**config.mk**
```make
export PLATFORM = sky130hd
export DESIGN_NAME = fetch_unit
export DESIGN_NICKNAME = d
export VERILOG_FILES = /design/src/rtl/riscv_pkg.sv /design/src/rtl/fetch_unit.sv
export SDC_FILE = /design/constraint.sdc
export NUM_CORES = 1
export LEC_CHECK = 0
export CAP_MARGIN = 20
export CORE_MARGIN = 2
export CORE_UTILIZATION = 50
export DETAILED_ROUTE_END_ITERATION = 6
export PLACE_DENSITY = 0.87
export SYNTH_ARGS = -nofsm -noshare
export SYNTH_HDL_FRONTEND = slang
export SYNTH_SLANG_ARGS = --single-unit
```
**constraint.sdc**
```tcl
create_clock -name clk -period 6.68 [get_ports clk]
set_input_delay 1.67 -clock clk [delete_from_list [all_inputs] [get_ports clk]]
set_output_delay 1.67 -clock clk [all_outputs]
set_load 0.05 [all_outputs]
```
**src/rtl/riscv_pkg.sv**
```systemverilog
// Shared RISC-V core definitions: datapath widths, reset PC and the
// fetch-stage state encoding.
package riscv_pkg;

   localparam int          XLEN             = 64;
   localparam int          ILEN             = 32;
   localparam int          INSTR_BYTES      = 4;
   localparam logic [63:0] RESET_PC_DEFAULT = 64'h0;

   typedef enum logic [1:0] {
      REQ  = 2'd0,
      WAIT = 2'd1,
      FULL = 2'd2
   } fetch_state_t;

endpackage

```
**src/rtl/fetch_unit.sv**
```systemverilog
// Instruction fetch stage. Owns the PC, keeps at most one instruction-memory
// request outstanding, and buffers the returned word with its PC for decode.
// A redirect from a later stage retargets the PC and kills any in-flight
// or buffered fetch.
//
// Ports:
//   clk, rst_n                      clock, async active-low reset
//   imem_req_valid/ready/addr       fetch request handshake (addr word aligned)
//   imem_rsp_valid/data             one-cycle response pulse per accepted request
//   redirect_valid/pc               branch/jump/exception redirect
//   if_valid/instr/pc, dec_ready    instruction handoff to decode
//
// state | meaning
// ------+--------------------------------------------------------------
// REQ   | request presented at pc, waiting for memory to accept it
// WAIT  | request accepted, waiting for the response pulse
// FULL  | buffer holds an instruction for decode
import riscv_pkg::*;

module fetch_unit #(
   parameter int               XLEN     = riscv_pkg::XLEN,
   parameter int               ILEN     = riscv_pkg::ILEN,
   parameter logic [XLEN-1:0]  RESET_PC = riscv_pkg::RESET_PC_DEFAULT
) (
   input  logic             clk,
   input  logic             rst_n,
   output logic             imem_req_valid,
   input  logic             imem_req_ready,
   output logic [XLEN-1:0]  imem_req_addr,
   input  logic             imem_rsp_valid,
   input  logic [ILEN-1:0]  imem_rsp_data,
   input  logic             redirect_valid,
   input  logic [XLEN-1:0]  redirect_pc,
   output logic             if_valid,
   output logic [ILEN-1:0]  if_instr,
   output logic [XLEN-1:0]  if_pc,
   input  logic             dec_ready
);

   fetch_state_t    state;
   logic            drop;
   logic [XLEN-1:0] pc;
   logic [XLEN-1:0] pc_inc;
   logic [XLEN-1:0] redirect_target;
   logic            req_fire;
   logic            unused_redirect_lsbs;

   assign redirect_target      = {redirect_pc[XLEN-1:2], 2'b00};
   assign unused_redirect_lsbs = ^redirect_pc[1:0];
   assign pc_inc               = pc + XLEN'(INSTR_BYTES);

   // The request is held low while reset is asserted even though the state
   // register already sits in REQ, so memory never sees a request during reset.
   assign imem_req_valid = (state == REQ) && rst_n;
   assign imem_req_addr  = pc;
   assign req_fire       = imem_req_valid && imem_req_ready;

   // A redirect kills the buffered instruction in the same cycle it arrives.
   assign if_valid = (state == FULL) && !redirect_valid;

   always_ff @(posedge clk or negedge rst_n) begin
      if (!rst_n) begin
         state    <= REQ;
         drop     <= 1'b0;
         pc       <= RESET_PC;
         if_instr <= '0;
         if_pc    <= '0;
      end else begin
         unique case (state)
            REQ: begin
               if (redirect_valid) begin
                  pc <= redirect_target;
               end
               if (req_fire) begin
                  state <= WAIT;
                  // The request just accepted targets the old pc; its
                  // response must be thrown away.
                  if (redirect_valid) begin
                     drop <= 1'b1;
                  end
               end
            end
            WAIT: begin
               if (redirect_valid) begin
                  pc <= redirect_target;
                  if (imem_rsp_valid) begin
                     drop  <= 1'b0;
                     state <= REQ;
                  end else begin
                     drop <= 1'b1;
                  end
               end else if (imem_rsp_valid) begin
                  if (drop) begin
                     drop  <= 1'b0;
                     state <= REQ;
                  end else begin
                     if_instr <= imem_rsp_data;
                     if_pc    <= pc;
                     pc       <= pc_inc;
                     state    <= FULL;
                  end
               end
            end
            FULL: begin
               if (redirect_valid) begin
                  pc    <= redirect_target;
                  state <= REQ;
               end else if (dec_ready) begin
                  state <= REQ;
               end
            end
            default: begin
               state <= REQ;
               drop  <= 1'b0;
            end
         endcase
      end
   end

endmodule
```
==> impl_metrics.toml <==
[yosys]
synth_seq_cells = 159
syn_avg_cell_area_um2 = 8.43
synthArstFlopShare = 1.00
ys_seq_area_frac = 0.488
ys.flop_type = "dfrtp_1"
synthCells = 967
synth_enable_flop_cells = 0
netlist_area_um2 = 8150
ys_types = 66
yosysWarnings = 0

[cts]
clockRootBuffer = "clkbuf_16"
cts_resized = 0
path_clk_slew_ns = 0.06
hold_buffers = 0
cts_max_level = 4
cts_buffer_depth = 2
clk_latency_ns = 0.44
cts_setup_buffers = 0
cts.sink_count = 159
numCtsBuffers = 17
cts_tree = "built"

[timing]
skew_ns = 0.00878
setup_tns_ns = 0
finalSetupViolations = 0
worst_pin_slew_ns = 1.10
fin_crit_ns = 5.00
max_freq_mhz = 200
rsz0062_at_grt = "no"
drv_slew = 0
finalCritPeriodShare = 0.748
hold_viol_final = 0
relSlewSlack = 0.270

[place]
hpwlAfterDp_mm = 17.9
place_area_um2 = 10700
numPlacedInstances = 1381
portBuffers = 257
gp_congestion = 0.877

[cells_and_area]
final_core_util = 0.712
finalNetCount = 1288
fin_cells = 1414
final_cell_mix = "nand2_1 (318), clkdlybuf4s50_1 (256), dfrtp_1 (159)"
area_growth_pct = 38.7
layout_commonest_cell = "nand2_1"
drive_gt1_frac = 0.0518
antenna_cells = 0
fillers = 1214
design_area_um2 = 11300

[floorplanning]
ios = 264
fp.dieH_um = 132
initial_core_util = 0.513
coreArea_um2 = 15900
die_area_um2 = 17300
chipWidth_um = 132
placementRows = 46

[pwr]
p_leak_nw = 4.91
p_comb_frac = 0.491
p_sw_frac = 0.472
p_total_w = 0.00488
switching_power_w = 0.00231
seqPwrFrac = 0.320
vdd_drop_max_v = 0.000283
p_per_area_nw_per_um2 = 432
p_int_w = 0.00258
pwr-share-clk = 0.189

[grt]
grt.busiest_layer = "met2"
use_met3 = 0.0737
track_usage = 0.306
met2_usage = 0.502
grt_pass1_vias = 8208
grt_overflow = 0
grt_max_degree = 98
grt_pass1_wl_mm = 43.0
grtUsageMet1 = 0.399
antenna_found_initial = 0

[worst_hold_path]
hold_class = "reg -> reg"

[setup_path]
worst_setup_path_start_kind = "input port"
path_max_fanout = 23
crit_path_max_incr_delay_ns = 0.83
crit_type = "in -> out"
cp_slowest_cell = "clkdlybuf4s50_1"
cp-end-kind = "output pin"
cp.arrival_ns = 3.33
required_ns = 5.01
worstPathCellList = "clkdlybuf4s50_1 > buf_4 > nor3_1 > clkdlybuf4s50_1"
crit_top_cell = "clkdlybuf4s50_1"

[outcome]
status = "completed"

[route]
final_antenna_net_count = 0
num_vias = 8349
wire_per_inst_um = 18.7
viasPerCell = 5.90
drt-initial-drc-count = 1050
drc_errors = 0
first_pass_iters = 5
drt_wl_total_mm = 26.5

[job]
maxCapViolCount = 0
[power groups by stage]
| stage | sequential (W) | combinational [W] | clock, W |
|---|---|---|---|
| after floorplan | 0.00264 | 0.000439 | 0 |
| final | 0.00156 | 0.00240 | 0.000921 |
| after CTS | 0.00156 | 0.00241 | 0.000926 |
| after global routing | 0.00161 | 0.00251 | 0.000972 |
| after detailed placement | 0.00157 | 0.00240 | 0 |
| after global placement | 0.00156 | 0.00236 | 0 |
[cells by family (layout without fill, tap and decap cells)]
group                      count (synthesis)  in the layout  share of synthesized area
other                                      1              4                   0.000460
buffers and inverters                     81            309                     0.0491
AOI/OAI and AO/OA                        170            170                      0.140
adders and majority gates                  1              1                    0.00153
DFF                                      159            159                      0.488
muxes                                      8              8                     0.0101
and+or+nand+nor                          547            547                      0.311
[worst paths after layout]
path,startpoint,cells past startpoint,end,slack (ns)
max in group asynchronous,rst_n,2,if_instr[19],4.25
setup reg to reg,imem_req_addr[11],5,imem_req_addr[56],3.81
hold reg to reg,state[1],1,state[0],0.45
setup / recovery,redirect_valid,4,if_valid,1.68
min in group asynchronous,rst_n,1,if_pc[40],1.15
hold / removal,state[1],1,state[0],0.45
[per-stage QoR]
stage | hold slack [ns] | setup slack, ns
6_report | 0.448 | 1.68
5_1_grt | 0.480 | 1.60
4_1_cts | 0.448 | 1.67
3_5_place_dp | 0.447 | 1.67
3_3_place_gp | 0.435 | 1.70
2_1_floorplan | 0.425 | 1.83
[final cells by class]
type,instances,area [µm²],area share
Sequential cell,159,3980,0.352
Multi-Input combinational cell,730,3810,0.337
Timing Repair Buffer,267,2670,0.236
Clock buffer,22,454,0.0402
Tap cell,216,270,0.0239
Clock inverter,10,90.1,0.00796
Inverter,10,37.5,0.00332
[registers in the layout (all words and copies together) (netlist names)]
name / cells
state: 2
drop: 1
imem_req_addr: 62
if_pc: 62
if_instr: 32
[Yosys cell counts, types with 4 or more instances]
library cell	number	area, µm²
a311oi_1	4	35.0
o21ai_0	38	190
or3_1	13	81.3
nand3_1	38	190
buf_1	6	22.5
a32oi_1	14	123
a21oi_1	34	170
mux2i_1	6	60.1
o22a_1	6	52.6
o22ai_1	11	68.8
and2_1	10	62.6
nor4_1	14	87.6
a32o_1	4	40.0
a31oi_1	12	75.1
and4_2	4	40.0
a211oi_1	5	37.5
inv_1	10	37.5
o211ai_1	8	60.1
buf_4	4	30.0
nand4_1	37	231
nand2_1	318	1190
dfrtp_1	159	3980
clkbuf_1	50	188
a22oi_1	4	30.0
o21a_1	4	30.0
nor3_1	17	85.1
and4_1	8	70.1
a211o_1	5	43.8
clkbuf_8	7	96.3
and3_1	16	100
nor2_1	43	161
or4_1	6	45.0
a2bb2oi_1	8	70.1
[worst max-delay path, delay by kind of cell]
| family | cells | cell delay, ns |
|---|---|---|
| simple gates | 1 | 0.20 |
| buf+inv | 3 | 1.46 |
[routing by layer]
layer,share of wire,vias to the layer above
met3,0.080,62
met4,0.027,0
li1,-,3844
met1,0.41,4030
met5,0,-
met2,0.49,413
No activity file was read; power rests on OpenSTA's default activity.
